--- src/rtl/col_out_if.sv ---
// col_out_if: valid/ready result stream from a column output buffer to the top level.
//   out_data  - drained PE result (zero while out_valid is low)
//   out_row   - row index of out_data
//   out_valid - out_data is valid
//   out_ready - consumer accepts out_data this cycle
//   out_last  - out_data is the final entry of its bank
//   master: buffer side, slave: consumer side
interface col_out_if #(
    parameter int OUTWIDTH = 32,
    parameter int CNTW     = 3
);
    logic [OUTWIDTH-1:0] out_data;
    logic [CNTW-1:0]     out_row;
    logic                out_valid;
    logic                out_ready;
    logic                out_last;
    modport master(output out_data, out_row, out_valid, out_last, input out_ready);
    modport slave(input out_data, out_row, out_valid, out_last, output out_ready);
endinterface

--- src/rtl/col_output_buffer.sv ---
// col_output_buffer: double-buffered result collector for one systolic-array column.
//   clk, rstn  - clock, synchronous active-low reset
//   in_r       - flattened PE results, row r at [r*OUTWIDTH +: OUTWIDTH]
//   in_v       - per-row result valid, any subset per cycle
//   flush      - commit a partially filled write bank
//   rev_order  - drain direction latched at commit (1 = highest row first)
//   dout       - result stream (col_out_if master)
//   overflow   - sticky, a result was dropped
//   wr_bank    - bank currently accepting writes
module col_output_buffer #(
    parameter int ROWS     = 8,
    parameter int OUTWIDTH = 32,
    localparam int CNTW    = $clog2(ROWS)
) (
    input  logic                     clk,
    input  logic                     rstn,
    input  logic [ROWS*OUTWIDTH-1:0] in_r,
    input  logic [ROWS-1:0]          in_v,
    input  logic                     flush,
    input  logic                     rev_order,
    col_out_if.master                dout,
    output logic                     overflow,
    output logic                     wr_bank
);
    typedef enum logic [1:0] {FREE, FILLING, COMMITTED, DRAINING} bank_t;

    bank_t                    st [2];
    bank_t                    st_n [2];
    logic [1:0][ROWS-1:0]     vld;
    logic [1:0]               rev;
    logic [OUTWIDTH-1:0]      mem [2][ROWS];
    logic                     rd_bank;
    logic                     wr_open, commit, drop, swap;
    logic                     take, fin, adv, start_cur, start_oth, pres, pb, pr, is_last;
    logic [ROWS-1:0]          acc, nv, pm, sel;
    logic [CNTW-1:0]          slot;

    // First set bit of vec in drain direction (lowest index, or highest when dir=1).
    function automatic logic [CNTW-1:0] first_idx(input logic [ROWS-1:0] vec, input logic dir);
        first_idx = '0;
        for (int i = ROWS - 1; i >= 0; i--) if (vec[i] && !dir) first_idx = CNTW'(i);
        for (int i = 0; i < ROWS; i++) if (vec[i] && dir) first_idx = CNTW'(i);
    endfunction

    // Bits of vec strictly after pos in drain direction.
    function automatic logic [ROWS-1:0] beyond(input logic [ROWS-1:0] vec, input logic dir,
                                               input logic [CNTW-1:0] pos);
        for (int i = 0; i < ROWS; i++) beyond[i] = vec[i] && (dir ? i < int'(pos) : i > int'(pos));
    endfunction

    always_comb begin
        wr_open   = st[wr_bank] == FREE || st[wr_bank] == FILLING;
        acc       = wr_open ? in_v & ~vld[wr_bank] : '0;
        nv        = vld[wr_bank] | acc;
        drop      = |(in_v & ~acc);
        commit    = wr_open && ((|acc && &nv) || (flush && |nv));
        take      = dout.out_valid && dout.out_ready;
        fin       = take && dout.out_last;
        adv       = take && !dout.out_last;
        start_cur = !dout.out_valid && st[rd_bank] == COMMITTED;
        // A bank already waiting behind the finishing one is presented on the same edge.
        start_oth = fin && st[~rd_bank] == COMMITTED;
        // The other bank counts as free if it releases on this very edge.
        swap      = !wr_open && (st[~wr_bank] == FREE || (fin && rd_bank != wr_bank));
        pres      = start_cur || start_oth || adv;
        pb        = start_oth ? ~rd_bank : rd_bank;
        pr        = rev[pb];
        pm        = adv ? beyond(vld[rd_bank], rev[rd_bank], dout.out_row) : vld[pb];
        slot      = first_idx(pm, pr);
        sel       = ROWS'(1) << slot;
        is_last   = ~|(pm & ~sel);
        st_n      = st;
        if (commit) st_n[wr_bank] = COMMITTED;
        else if (|acc) st_n[wr_bank] = FILLING;
        if (start_cur) st_n[rd_bank] = DRAINING;
        if (fin) st_n[rd_bank] = FREE;
        if (start_oth) st_n[~rd_bank] = DRAINING;
    end

    always_ff @(posedge clk) begin
        if (!rstn) begin
            st             <= '{FREE, FREE};
            vld            <= '0;
            rev            <= '0;
            wr_bank        <= 1'b0;
            rd_bank        <= 1'b0;
            overflow       <= 1'b0;
            dout.out_valid <= 1'b0;
            dout.out_data  <= '0;
            dout.out_row   <= '0;
            dout.out_last  <= 1'b0;
        end else begin
            st <= st_n;
            if (wr_open) vld[wr_bank] <= nv;
            if (fin) vld[rd_bank] <= '0;
            for (int r = 0; r < ROWS; r++) if (acc[r]) mem[wr_bank][r] <= in_r[r*OUTWIDTH +: OUTWIDTH];
            if (commit) rev[wr_bank] <= rev_order;
            overflow <= overflow | drop;
            wr_bank  <= wr_bank ^ swap;
            rd_bank  <= rd_bank ^ fin;
            if (pres) begin
                dout.out_valid <= 1'b1;
                dout.out_data  <= mem[pb][slot];
                dout.out_row   <= slot;
                dout.out_last  <= is_last;
            end else if (fin) begin
                dout.out_valid <= 1'b0;
                dout.out_data  <= '0;
                dout.out_row   <= '0;
                dout.out_last  <= 1'b0;
            end
        end
    end
endmodule

--- src/flat_wrapper.sv ---
// flat-port wrapper written by rule: the top's interface ports become plain ports
module col_output_buffer_flat 
#(
    parameter int ROWS     = 8,
    parameter int OUTWIDTH = 32,
    localparam int CNTW    = $clog2(ROWS)
)
  (clk, rstn, in_r, in_v, flush, rev_order, overflow, wr_bank, dout_out_data, dout_out_row, dout_out_valid, dout_out_last, dout_out_ready);
  col_out_if #(.OUTWIDTH(OUTWIDTH), .CNTW(3)) dout_i ();
  input  logic clk;
  input  logic rstn;
  input  logic [ROWS*OUTWIDTH-1:0] in_r;
  input  logic [ROWS-1:0] in_v;
  input  logic flush;
  input  logic rev_order;
  output logic overflow;
  output logic wr_bank;
  output wire logic [$bits(dout_i.out_data)-1:0] dout_out_data;
  output wire logic [$bits(dout_i.out_row)-1:0] dout_out_row;
  output wire logic [$bits(dout_i.out_valid)-1:0] dout_out_valid;
  output wire logic [$bits(dout_i.out_last)-1:0] dout_out_last;
  input wire logic [$bits(dout_i.out_ready)-1:0] dout_out_ready;
  assign dout_out_data = dout_i.out_data;
  assign dout_out_row = dout_i.out_row;
  assign dout_out_valid = dout_i.out_valid;
  assign dout_out_last = dout_i.out_last;
  assign dout_i.out_ready = dout_out_ready;
  col_output_buffer #(.ROWS(ROWS), .OUTWIDTH(OUTWIDTH)) u_core (.clk(clk), .rstn(rstn), .in_r(in_r), .in_v(in_v), .flush(flush), .rev_order(rev_order), .dout(dout_i), .overflow(overflow), .wr_bank(wr_bank));
endmodule
--- config.mk ---
export PLATFORM = sky130hd
export DESIGN_NAME = col_output_buffer_flat
export DESIGN_NICKNAME = d
export VERILOG_FILES = /design/src/rtl/col_out_if.sv /design/src/rtl/col_output_buffer.sv /design/src/flat_wrapper.sv
export SDC_FILE = /design/constraint.sdc
export NUM_CORES = 1
export LEC_CHECK = 0
export CORE_MARGIN = 8
export CORE_UTILIZATION = 55
export CTS_CLUSTER_SIZE = 12
export DETAILED_ROUTE_END_ITERATION = 10
export PLACE_DENSITY = 0.86
export REMOVE_ABC_BUFFERS = 1
export SETUP_SLACK_MARGIN = 0.5
export SYNTH_ARGS = -nofsm -noshare
export SYNTH_HDL_FRONTEND = slang
export SYNTH_SLANG_ARGS = --single-unit
--- constraint.sdc ---
create_clock -name clk -period 5.55 [get_ports clk]
set_input_delay 1.11 -clock clk [delete_from_list [all_inputs] [get_ports clk]]
set_output_delay 1.11 -clock clk [all_outputs]
set_load 0.02 [all_outputs]
==> impl_results.md, run 1 <==
* CP Class: input port to register
* WP data required at 6.13 ns
* Initial antenna violation count at 8
* Clock Latency Late Sink at 0.64 ns
* Max Freq at 0.2173 GHz
* Largest net degree at the start of global routing at 95
* Critical path endpoint: u_core.dout.out_data[16]
* Worst Tran Pin Value at 1.077 ns
* P&R area growth vs syn at 24.35%
* Fin crit period at 4.602 ns
* Post-route ant nets at 0
* Period Utilization, post-route at 82.92%
* Slew headroom at 28.17%
* Share of layout cells above drive strength 1 at 8.936%
* DR vias at 17140
* Commonest non-fill, non-tap cell in the layout: edfxtp_1
* Sequential cell area at 16620 um2
* Post-Synthesis Cells at 1791
* Router iterations before antenna repair at 8
* Final Hold Fails at 0
* R2R cell count at 11
* TNS Setup at 0 ns
* Die Area at 49340 um2
* Max-slew violations at 0
* VDD IR-drop max at 0.2655 mV
* Mapped Area at 23370 um2
* Cell Rows at 75
* Syn avg cell area at 13.05 um2
* # setup viols final at 0
* Starting Density at 55.71%
* Setup crit start: dout_out_ready
* RePlAce Congestion at 0.9266
* Crit path largest cell delay at 0.60 ns
* Hold/Removal Path Class: register to register
* Crit-path most repeated cell: nand2_1
* Post-synth EDFFs at 512
* R2r setup slk at 1.01 ns
* Unique cell type count in the Yosys netlist at 73
* Met1 wire length at 27600 um
* Post-DP HPWL at 49560 um
* Worst endpoint data arrival time at 5.18 ns
* Wire per inst at 26.95 um
* Status: completed
* Crit-path max FO at 23
* Post-synthesis sequential area ratio at 71.11%
* CP Capture Type: register
* Fillers at 2791
* CTS tree: yes
* CTS Buf Count at 56
* Die W at 222.1 um
* Warnings, synthesis at 0
* Max_cap viols at 0
* Worst Clk Skew at 0.02326 ns
* I/O Buffers at 307
* Async set or reset register ratio after synthesis at 0%
* Reg2reg end: u_core.dout.out_data[14]
* Chip height at 222.1 um
* Multi-input gate area at 6286 um2
* Longest Clk Path Bufs at 3
* Clk slew on worst S/H paths at 0.06 ns
* Post-layout util at 69.27%
* Ys flop type: edfxtp_1
* Final wirelength at 73170 um
* Vias per cell at 6.313
* First-pass GRT wire length at 107400 um
* H-tree Lvls at 2
* Power density over cell area at 413.8 nW/um2
* Post-route DRC at 0
* Core area at 41950 um2
* DR WL met3 at 8156 um
* Number of global-route vias before repair at 17390
* CP max stage cell: clkdlybuf4s50_1
* Routed length on met2 at 34470 um
* Overall Global Routing Usage at 28.79%
* Max Used Layer: met5
* Initial DRC count at 2074
* Leakage power at 0.01002 uW
* Post-CTS Setup Bufs at 0
* Root buf cell: clkbuf_16
* I/O pin cnt at 308
* Seq cells post-synth at 574
* Nets@finish at 2394
* RSZ-0062 raised after global routing: no
* Critical R2R Launch: u_core.rd_bank
* Sink Count at 574
* Final worst-path setup slack at 0.9477 ns
* CP cell instances: clkdlybuf4s50_1 > nand3b_1 > o21ai_2 > nor2_1 > a221oi_1 > nand2_1 > a2111oi_4 > a21o_2 > buf_4 > nand2_1 > o22ai_1 > a221o_1
* Grt ovf at 0
* Worst setup SP type: input port
* Commonest non-fill, non-tap cells in the layout: edfxtp_1 (512), nand2_1 (397), clkdlybuf4s50_1 (307)
* Worst slack, placed at 0.3567 ns
cells in the mapped netlist (6+ instances only):
cell | number | area share, %
edfxtp_1 | 512 | 66
nand2_1 | 398 | 6.4
nand3_1 | 118 | 2.5
a21oi_1 | 114 | 2.4
dfxtp_1 | 62 | 5.3
mux2i_1 | 60 | 2.6
nor2_1 | 53 | 0.85
clkbuf_1 | 47 | 0.75
o21ai_0 | 42 | 0.90
buf_2 | 31 | 0.66
and3_1 | 30 | 0.80
nor3_1 | 27 | 0.58
o22ai_1 | 24 | 0.64
a311oi_1 | 18 | 0.67
a32oi_1 | 18 | 0.67
a31oi_1 | 14 | 0.37
inv_1 | 12 | 0.19
a211oi_1 | 11 | 0.35
o211ai_1 | 11 | 0.35
a22oi_1 | 10 | 0.32
buf_6 | 10 | 0.48
a32o_1 | 9 | 0.39
and2_1 | 9 | 0.24
buf_4 | 9 | 0.29
a221o_1 | 8 | 0.34
a221oi_1 | 8 | 0.30
o31ai_1 | 8 | 0.26
a21boi_0 | 7 | 0.22
a22o_1 | 7 | 0.26
buf_1 | 7 | 0.11
mux2_2 | 7 | 0.34
a311o_1 | 6 | 0.26
o221ai_1 | 6 | 0.22
worst min path at each step:
stage                             from                 endpoint  slack [ns]  cells after the start
2_1_floorplan            u_core.vld[7]            u_core.vld[7]        0.47                      2
6_report       u_core.dout.out_data[3]  u_core.dout.out_data[3]        0.48                      2
4_1_cts        u_core.dout.out_data[3]  u_core.dout.out_data[3]        0.49                      2
5_1_grt        u_core.dout.out_data[3]  u_core.dout.out_data[3]        0.51                      2
3_3_place_gp   u_core.dout.out_data[3]  u_core.dout.out_data[3]        0.47                      2
3_5_place_dp   u_core.dout.out_data[3]  u_core.dout.out_data[3]        0.48                      2
repair_timing:
item / CTS / global route
resized for setup: 0 / 1
endpoints found under the setup margin: 0 / 4
hold buffers: 0 / 0
kinds of logic after synthesis:
group	Yosys count	synth area share, %
AOI/OAI and AO/OA	354	10.60
muxes	68	3.004
buffers and inverters	116	2.495
DFF	574	71.11
and+or+nand+nor	678	12.75
xor gates and xnor gates	1	0.03749
where the power goes:
part           internal [uW]  leakage [uW]  switching [uW]
combinational           1190       0.00403            1920
sequential              5070       0.00517             242
clock                   2020      0.000826            1580
total                   8290        0.0100            3740
critical path: cells and delay by family:
kind / cells / cell delay, ns
buf+inv: 2 / 0.93
simple gates: 4 / 0.93
compound gates: 6 / 2.21
registers in the layout, indices dropped and copies added, names as in the netlist, 2 cells and up:
name and flops:
u_core.mem 512, u_core.vld 16, u_core.dout.out_data 32, u_core.rev 2
u_core.dout.out_row 3, u_core.st 4
per-layer routing:
layer  vias to the layer above  track usage, %
met5                         -               0
met4                         6           12.51
met3                       199           7.142
met2                      1171           46.05
met1                      8314           37.13
li1                       7449               -
through the flow:
| step | total power [uW] | std cells | hold slack (ns) | area, um2 |
|---|---|---|---|---|
| 2_1_floorplan | 7033 | 1687 | 0.4705 | 22830 |
| 6_report | 12020 | 2715 | 0.4846 | 29060 |
| 5_1_grt | 12420 | 2714 | 0.5143 | 29050 |
| 4_1_cts | 12000 | 2710 | 0.4882 | 29040 |
| 3_3_place_gp | 8347 | 2606 | 0.4719 | 27320 |
| 3_5_place_dp | 8435 | 2606 | 0.4795 | 27320 |
area by class of cell:
| type | count | share of cell area, % |
|---|---|---|
| antenna | 5 | 0.04306 |
| clock buffer | 98 | 5.572 |
| clock inverter | 6 | 0.3660 |
| inverter | 12 | 0.1550 |
| multi-input combinational | 1101 | 21.63 |
| sequential | 574 | 57.19 |
| tap | 539 | 2.321 |
| timing repair buffer | 380 | 12.72 |
No activity file was read; power rests on OpenSTA's default activity.
==> run 2, diff against run 1 <==
==> constraint.sdc (replaced) <==
create_clock -name clk -period 4.6 [get_ports clk]
set_input_delay 0.92 -clock clk [delete_from_list [all_inputs] [get_ports clk]]
set_output_delay 0.92 -clock clk [all_outputs]
set_load 0.02 [all_outputs]
==> run 2 against run 1 <==
Critical path depth increased by 2. Total power increased by 24%. First-iteration DRC count increased by 20%. Final cell count increased by 2.4%. Sequential share of layout area decreased by 1.4 points. Clock power increased by 20%. Global-route usage increased by 0.93 points. Clock skew increased by 0.0080 ns. Sequential cell count unchanged. Register-to-register slack got worse by 0.29 ns. Clock-buffer cell count decreased by 4.
==> impl_results.md, run 2 (synthesis gave the netlist of run 1 again) <==
* I/O Buffers at 307 (unchanged)
* Crit-path most repeated cell: nand2_4
* Max-slew violations at 0 (unchanged)
* Post-layout util at 71.03% (+1.8 points)
* Critical path buffers and inverters at 3 (+1)
* Wire per inst at 27.38 um (+1.6%)
* Router iterations before antenna repair at 8 (unchanged)
* Worst Clk Skew at 0.03124 ns (+0.007979 ns)
* Longest Clk Path Bufs at 3 (unchanged)
* Slew headroom at 33.73% (+5.6 points)
* Cell family with most CP delay: simple AND/OR/NAND/NOR gates
* Core area at 41950 um2 (unchanged)
* CP cell instances: clkdlybuf4s50_1 > nand3_2 > or2_1 > nand2_4 > mux2_2 > nand3_1 > a2bb2oi_2 > nand2_4 > buf_12 > buf_4 > and3_1 > a311oi_1 > o22ai_2 > a221o_1
* Chip height at 222.1 um (unchanged)
* Final wirelength at 76100 um (+4.0%)
* Worst endpoint data arrival time at 4.57 ns (-0.61 ns)
* Biggest regs: u_core.mem (512), u_core.dout.out_data (32), u_core.vld (16)
* P&R area growth vs syn at 27.51%
* H-tree Lvls at 2 (unchanged)
* Initial antenna violation count at 10 (+2)
* Status: completed
* I/O pin cnt at 308 (unchanged)
* Power density over cell area at 499.8 nW/um2 (+21%)
* Largest net degree at the start of global routing at 104 (+9.5%)
* Hold/Removal Path Class: register to register
* Die W at 222.1 um (unchanged)
* Leakage power at 0.01040 uW (+3.7%)
* Post-DP HPWL at 51430 um (+3.8%)
* Fin crit period at 4.056 ns
* DR vias at 17700 (+3.3%)
* Worst setup SP type: input port
* Post-route ant nets at 0 (unchanged)
* Clk slew on worst S/H paths at 0.06 ns (about the same)
* RSZ-0062 raised after global routing: yes
* CP Class: input port to register
* Crit path largest cell delay at 0.50 ns (-0.10 ns)
* Max_cap viols at 0 (unchanged)
* Die Area at 49340 um2 (unchanged)
* Number of global-route vias before repair at 17830 (+2.5%)
* Final Hold Fails at 0 (unchanged)
* Post-route DRC at 0 (unchanged)
* Vias per cell at 6.370 (+0.90%)
* TNS Setup at 0 ns (unchanged)
* Crit-path max FO at 39 (+70%)
* Commonest non-fill, non-tap cell in the layout: edfxtp_1
* Starting Density at 55.71% (unchanged)
* Share of layout cells above drive strength 1 at 12.04% (+3.1 points)
* Cell Rows at 75 (unchanged)
* Root buf cell: clkbuf_16
* Max Freq at 0.2465 GHz
* # setup viols final at 0 (unchanged)
* Clock Latency Late Sink at 0.63 ns (about the same)
* CTS tree: yes
* VDD IR-drop max at 0.3520 mV (+33%)
* Grt ovf at 0 (unchanged)
* Initial DRC count at 2495 (+20%)
* First-pass GRT wire length at 110800 um (+3.2%)
* Number of flip-flops under the largest register name at 512 (unchanged)
* WP data required at 5.11 ns (-1.02 ns)
* Sink Count at 574 (unchanged)
* Period Utilization, post-route at 88.18%
* CP Capture Type: register
* Top register by number of flip-flops: u_core.mem
* Commonest non-fill, non-tap cells in the layout: edfxtp_1 (512), nand2_1 (397), clkdlybuf4s50_1 (307)
* Worst Tran Pin Value at 0.9940 ns (-0.08347 ns)
* Nets@finish at 2455 (+2.5%)
* CTS Hold Bufs at 0 (unchanged)
* Overall Global Routing Usage at 29.72% (+0.93 points)
* CP max stage cell: clkdlybuf4s50_1
* RePlAce Congestion at 0.9128 (-1.5%)
* CTS Buf Count at 57 (+1.8%)
* Hold WS at 0.4775 ns (-0.007085 ns)
## run 2: cell type report
cell class / instances / area [um2]
Clock inverter: 13 / 88.84
Sequential cell: 574 / 16620
Timing Repair Buffer: 440 / 4338
Multi-Input combinational cell: 1101 / 6402
Inverter: 12 / 45.04
Antenna cell: 6 / 15.01
Fill cell: 2689 / 12150
Tap cell: 539 / 674.4
Clock buffer: 94 / 1617
## run 2: timing repair
item | in CTS | in global routing
pin swaps | 0 | 2
buffers inserted | 0 | 2
setup endpoints to repair | 2 | 27
resized for setup | 1 | 21
cloned | 0 | 0
## run 2: stage by stage
step	instances	power, uW	area, um2	setup WS [ns]
6_report	2779	14890	29800	0.5438
5_1_grt	2779	15380	29800	0.4160
4_1_cts	2771	14790	29650	0.4863
3_5_place_dp	2664	10520	27940	-0.1400
3_3_place_gp	2664	10400	27940	-0.1202
2_1_floorplan	1687	8486	22830	-3.641
## run 2: layer usage
metal / wire (um) / vias to the layer above / GRT usage, %
met2: 36610 / 1329 / 48.40
met3: 9292 / 202 / 7.737
met4: 2691 / 8 / 11.76
li1: - / 7584 / -
met1: 27460 / 8578 / 37.79
met5: 51 / - / 0
## run 2: worst paths after layout
| check | slack, ns | start | depth (start not counted) | to |
|---|---|---|---|---|
| worst max-delay path | 0.54 | dout_out_ready | 14 | u_core.dout.out_data[19] |
| worst min-delay path | 0.48 | u_core.dout.out_data[3] | 2 | u_core.dout.out_data[3] |
| worst max register to register | 0.72 | u_core.rd_bank | 14 | u_core.dout.out_data[19] |
| worst min register to register | 0.48 | u_core.dout.out_data[3] | 2 | u_core.dout.out_data[3] |
## run 2: report_power, final
group	switching [uW]	internal (uW)	leakage, uW
clock network	1920	2390	0.000825
logic	2450	1730	0.00440
registers	286	6120	0.00517
## run 2: worst register-to-register path: cells and delay by family, from the launching register on
kind | cells | cell delay [ns]
buf+inv | 3 | 0.65
flops | 1 | 0.40
simple gates | 6 | 1.22
compound gates | 4 | 1.09
mux | 1 | 0.45
